<file path="src/rtl/serial_pattern_tx.sv">
// Serial pattern source: emits a captured word MSB-first on a 1-bit valid/data link,
// repeated a programmable number of times with programmable idle gaps after each bit.
module serial_pattern_tx #(
    parameter int WIDTH = 8,
    parameter int LEN_W = 4,
    parameter int GAP_W = 3,
    parameter int REP_W = 3
) (
    input  logic             i_clk,
    input  logic             i_rst,
    input  logic             i_start,
    input  logic [WIDTH-1:0] i_word,
    input  logic [LEN_W-1:0] i_len,
    input  logic [GAP_W-1:0] i_gap,
    input  logic [REP_W-1:0] i_rep,
    output logic             o_valid,
    output logic             o_data,
    output logic             o_busy,
    output logic             o_done
);

    localparam logic [LEN_W-1:0] LEN_MAX = LEN_W'(WIDTH);
    localparam logic [LEN_W-1:0] LEN_ONE = LEN_W'(1);
    localparam logic [REP_W-1:0] REP_ONE = REP_W'(1);
    localparam logic [GAP_W-1:0] GAP_ONE = GAP_W'(1);

    typedef enum logic [1:0] {
        S_IDLE,
        S_SEND,
        S_GAP,
        S_DONE
    } state_t;

    // Requested lengths beyond the word width saturate to the full word.
    function automatic logic [LEN_W-1:0] sat_len(input logic [LEN_W-1:0] len);
        return (len > LEN_MAX) ? LEN_MAX : len;
    endfunction

    state_t           state_q, state_d;
    logic [WIDTH-1:0] word_q, word_d;
    logic [LEN_W-1:0] len_q, len_d;
    logic [GAP_W-1:0] gcfg_q, gcfg_d;
    logic [LEN_W-1:0] idx_q, idx_d;
    logic [REP_W-1:0] rep_q, rep_d;
    logic [GAP_W-1:0] gap_q, gap_d;
    logic [LEN_W-1:0] len_eff;
    logic             valid_d, data_d, busy_d, done_d;

    assign len_eff = sat_len(i_len);

    always_comb begin
        state_d = state_q;
        word_d  = word_q;
        len_d   = len_q;
        gcfg_d  = gcfg_q;
        idx_d   = idx_q;
        rep_d   = rep_q;
        gap_d   = gap_q;

        unique case (state_q)
            S_IDLE: begin
                if (i_start) begin
                    word_d = i_word;
                    len_d  = len_eff;
                    gcfg_d = i_gap;
                    rep_d  = i_rep;
                    if (len_eff == '0 || i_rep == '0) begin
                        state_d = S_DONE;
                    end else begin
                        state_d = S_SEND;
                        idx_d   = len_eff - LEN_ONE;
                    end
                end
            end
            S_SEND: begin
                if (idx_q == '0 && rep_q == REP_ONE) begin
                    state_d = S_DONE;
                end else begin
                    // Advance to the next bit, wrapping into the next repetition.
                    if (idx_q != '0) begin
                        idx_d = idx_q - LEN_ONE;
                    end else begin
                        idx_d = len_q - LEN_ONE;
                        rep_d = rep_q - REP_ONE;
                    end
                    if (gcfg_q != '0) begin
                        state_d = S_GAP;
                        gap_d   = gcfg_q;
                    end
                end
            end
            S_GAP: begin
                gap_d = gap_q - GAP_ONE;
                if (gap_q == GAP_ONE) begin
                    state_d = S_SEND;
                end
            end
            S_DONE: begin
                state_d = S_IDLE;
            end
            default: begin
                state_d = S_IDLE;
            end
        endcase
    end

    // Outputs are registered from the next state so the first bit appears one cycle after start.
    always_comb begin
        valid_d = (state_d == S_SEND);
        data_d  = valid_d & (|(word_d & (WIDTH'(1) << idx_d)));
        busy_d  = (state_d != S_IDLE);
        done_d  = (state_d == S_DONE);
    end

    always_ff @(posedge i_clk) begin
        if (i_rst) begin
            state_q <= S_IDLE;
            len_q   <= '0;
            gcfg_q  <= '0;
            idx_q   <= '0;
            rep_q   <= '0;
            gap_q   <= '0;
            o_valid <= 1'b0;
            o_data  <= 1'b0;
            o_busy  <= 1'b0;
            o_done  <= 1'b0;
        end else begin
            state_q <= state_d;
            len_q   <= len_d;
            gcfg_q  <= gcfg_d;
            idx_q   <= idx_d;
            rep_q   <= rep_d;
            gap_q   <= gap_d;
            o_valid <= valid_d;
            o_data  <= data_d;
            o_busy  <= busy_d;
            o_done  <= done_d;
        end
    end

    always_ff @(posedge i_clk) begin
        word_q <= word_d;
    end

endmodule

</file>
<file path="config.mk">
export PLATFORM = sky130hd
export DESIGN_NAME = serial_pattern_tx
export DESIGN_NICKNAME = d
export VERILOG_FILES = /design/src/rtl/serial_pattern_tx.sv
export SDC_FILE = /design/constraint.sdc
export NUM_CORES = 1
export LEC_CHECK = 0
export CAP_MARGIN = 20
export CORE_ASPECT_RATIO = 1.1
export CORE_MARGIN = 10
export CORE_UTILIZATION = 40
export DETAILED_ROUTE_END_ITERATION = 12
export PLACE_DENSITY = 0.7
export SLEW_MARGIN = 0
export SYNTH_ARGS = -nofsm -noshare
export SYNTH_HDL_FRONTEND = slang
export SYNTH_SLANG_ARGS = --single-unit
</file>
<file path="constraint.sdc">
create_clock -name i_clk -period 3.21 [get_ports i_clk]
set_clock_uncertainty 0.2 [all_clocks]
set_input_delay 0.642 -clock i_clk [delete_from_list [all_inputs] [get_ports i_clk]]
set_output_delay 0.642 -clock i_clk [all_outputs]
set_load 0.03 [all_outputs]
</file>
==> impl_metrics.yaml <==
layout:
  antenna-diode-count: 0
  area_growth_from_synthesis_to_final_layout_pct: 31.7
  drive_gt1_share_pct: 18.3
  layout.area.seq_sq_um: 621
  multiInputGateArea_sq_um: 1070
  finalNetCount: 273
  fillerInstances: 419
setup_path:
  timing.critical_path.required_ps: 3170
  worstPathMaxFanout: 4
  r2r_end: "o_data$_SDFF_PP0_"
  r2r_setup_slack_ps: 280
  crit_path_cell_trace: "clkdlybuf4s50_1, nor2b_1, inv_1, ha_1, or3b_2, nand3_1, buf_4, or3_1, a21oi_1, a221oi_1, buf_4, nor2_1"
  cp.arrival_ps: 3010
  cp_slowest_cell: "clkdlybuf4s50_1"
  r2r_cells: 9
  cp.depth: 12
  cpLargestDelayFamily: "buffers and inverters"
  crit_path_max_incr_delay_ps: 510
  r2r-start: "idx_q[0]$_SDFF_PP0_"
  startpoint_type: "primary input"
  endpoint_kind: "flip-flop"
  critical_path.n_buffers_inverters: 4
  timing.critical_path.mode_cell: "buf_4"
  crit_type: "in -> reg"
floorplanning:
  io-pin-count: 25
  die_w_um: 82.8
  floorplan.initialDensity_pct: 40.9
  number_of_placement_rows: 25
  dieArea_sq_um: 7380
  floorplan.core_area_sq_um: 4250
  die-height_um: 89.1
run:
  timing.max_cap.violations: 0
timing:
  relSlewSlack_pct: 48.5
  period_minus_slack_ps: 3060
  final-max-slew-violation-count: 0
  finalHoldViolCount: 0
  timing.final.crit_share_pct: 95.3
  maxClockFrequency_ghz: 0.327
  final-setup-viol-count: 0
  slew_at_the_pin_with_the_worst_max_slew_slack_ps: 767
  setup_tns_ps: 0
synth:
  postSynthAreaPerCell_sq_um: 8.36
  synthArstFlopShare_pct: 0
  synth_fp_nets: 236
  mapped_cell_area_sq_um: 1740
  synth-edff-count: 0
  syn-instance-count: 208
  ys_types: 53
  yosysWarnings: 0
  yosysSeqAreaShare_pct: 35.7
  synth_flop_cell: "dfxtp_1"
  ffs_latches_synth: 31
place:
  buffer_ports.inserted: 24
  dp_hpwl_um: 3240
  place_congestion: 0.913
drt:
  detail_routed_net_length_per_standard_cell_um: 14.3
  ant_nets: 0
  routed_wirelength_um: 4280
  num_vias: 1619
  detail_route.drc_violations: 0
  drt-vias-per-instance: 5.40
  drt-initial-drc-count: 115
  drt-pass1-iter-count: 4
worst_hold_path:
  hold_start: "len_q[0]$_SDFFE_PP0P_"
  whs_endpoint: "len_q[0]$_SDFFE_PP0P_"
  worst_hold_path_type: "reg -> reg"
  worstHoldPathCells: 2
cts:
  root_buffer: "clkbuf_8"
  tritoncts: "done"
  tritoncts.num_buffers: 5
  clock_sink_count: 31
  insertion_delay_ps: 290
  h-tree-depth: 2
  cts_max_path_buffers: 2
  clkSlewWorstSetupHoldPaths_ps: 60
global_route:
  antenna_found_initial: 0
  grt_overflow: 0
  grt_max_degree: 15
  wire_length_of_the_first_global_routing_pass_um: 7330
  grt_pass1_vias: 1620
  overall_track_demand_over_capacity_in_global_routing_pct: 11.8
power:
  ir_worst_vdd_mv: 0.328
  p_per_area_nw_per_um2: 644
  totalPowerFinal_mw: 1.47
  p_leak_nw: 0.901
status:
  outcome: "complete, no violations"
[what timing repair did]
action                     4_1_cts  5_1_grt
setup buffers                    0        0
setup endpoints to repair        1        1
gates resized for setup          1        4
hold buffers                     0        0
[power by group]
| part | switching, mW | leakage, nW | total (mW) | internal [mW] |
|---|---|---|---|---|
| logic | 0.259 | 0.579 | 0.502 | 0.243 |
| registers | 0.0576 | 0.256 | 0.515 | 0.457 |
| clock network | 0.148 | 0.0654 | 0.459 | 0.310 |
[sequential cells by signal (all words and copies together), names as in the netlist]
| register | cells |
|---|---|
| o_data | 1 |
| state_q | 2 |
| rep_q | 3 |
| o_busy | 1 |
| gap_q | 3 |
| o_done | 1 |
| gcfg_q | 3 |
| o_valid | 1 |
| len_q | 4 |
| word_q | 8 |
| idx_q | 4 |
[cells in the mapped netlist, types with 2 or more instances]
cell / count / area share, %
nand2_1: 37 / 8.0
dfxtp_1: 31 / 36
a21oi_1: 15 / 4.3
nor2_1: 11 / 2.4
inv_1: 9 / 1.9
clkbuf_1: 7 / 1.5
ha_1: 7 / 5.0
nor2b_1: 7 / 2.5
a31oi_1: 6 / 2.2
mux2_2: 6 / 3.9
nor3_1: 5 / 1.4
nor4_1: 5 / 1.8
o31ai_1: 5 / 2.2
nand2b_1: 4 / 1.4
nand3_1: 3 / 0.86
nor3b_1: 3 / 1.3
nor4b_1: 3 / 1.5
or2_2: 3 / 1.1
a211oi_1: 2 / 0.86
a221o_1: 2 / 1.2
buf_2: 2 / 0.58
or3_1: 2 / 0.72
or3b_2: 2 / 1.0
or4_1: 2 / 0.86
[placed cells by master (no fill, tap or decap), types with 2 or more instances in the layout]
| cell type | count |
|---|---|
| nor2b_1 | 7 |
| a211oi_1 | 2 |
| nor4_4 | 2 |
| nand2_1 | 37 |
| nor3b_2 | 2 |
| or3b_2 | 2 |
| ha_1 | 7 |
| dfxtp_1 | 31 |
| or3_1 | 2 |
| inv_1 | 9 |
| a21oi_1 | 15 |
| bufinv_16 | 2 |
| or2_2 | 3 |
| or4_1 | 2 |
| mux2_2 | 6 |
| a221o_1 | 2 |
| nand3_1 | 3 |
| nand2b_1 | 4 |
| nor2_1 | 11 |
| buf_4 | 16 |
| nor3b_1 | 2 |
| a31oi_1 | 6 |
| clkdlybuf4s50_1 | 24 |
| nor4_1 | 4 |
| clkbuf_8 | 5 |
| o31ai_1 | 5 |
| nor3_1 | 5 |
| nor4b_1 | 3 |
[kinds of logic after synthesis]
group / synth area share [%]
buffers and inverters: 4.68
AOI/OAI and AO/OA: 18.6
and+or+nand+nor: 30.5
DFF: 35.7
xor gates and xnor gates: 1.01
adders and majority gates: 5.04
muxes: 4.46
[metrics by stage]
step	util [%]	cell area [sq um]	hold slack [ps]	setup slack, ps	std cells
6_report	53.8	2290	270	151	300
3_5_place_dp	49.8	2120	253	-365	292
3_3_place_gp	49.8	2120	259	-265	292
2_1_floorplan	-	1740	219	311	208
5_1_grt	53.8	2290	292	-5.44	300
4_1_cts	53.1	2260	272	158	300
[per-layer routing]
layer	vias up	GRT usage [%]	wire length [um]
met5	-	0	0
met4	0	5.88	78
met3	8	3.46	209
met2	39	19.9	2030
met1	749	13.4	1960
li1	823	-	-
[final cells by class]
cell class	count	share of cell area (%)
Clock buffer	6	3.17
Tap cell	54	2.95
Sequential cell	31	27.1
Clock inverter	2	2.62
Timing Repair Buffer	40	15.7
Inverter	9	1.48
Multi-Input combinational cell	158	46.9
[worst register-to-register path, cell delays in order, from the launching register on]
cell      delay [ps]
dfxtp_1          400
nor4b_1          390
nor2_1            80
ha_1             290
or3b_2           460
a22oi_2          250
nor3_1           150
nor4_2           290
nor3b_1           90
o2111a_1         220
[how the worst max path moves through the flow]
| stage | slack, ps | endpoint | startpoint |
|---|---|---|---|
| 2_1_floorplan | 310 | o_data$_SDFF_PP0_ | i_len[0] |
| 3_3_place_gp | -270 | o_data$_SDFF_PP0_ | i_len[0] |
| 3_5_place_dp | -360 | o_data$_SDFF_PP0_ | i_len[0] |
| 4_1_cts | 160 | o_data$_SDFF_PP0_ | i_len[0] |
| 5_1_grt | -5 | o_data$_SDFF_PP0_ | i_len[0] |
| 6_report | 150 | idx_q[3]$_SDFF_PP0_ | i_len[3] |
Note: power is estimated with default switching activity, not from simulation.
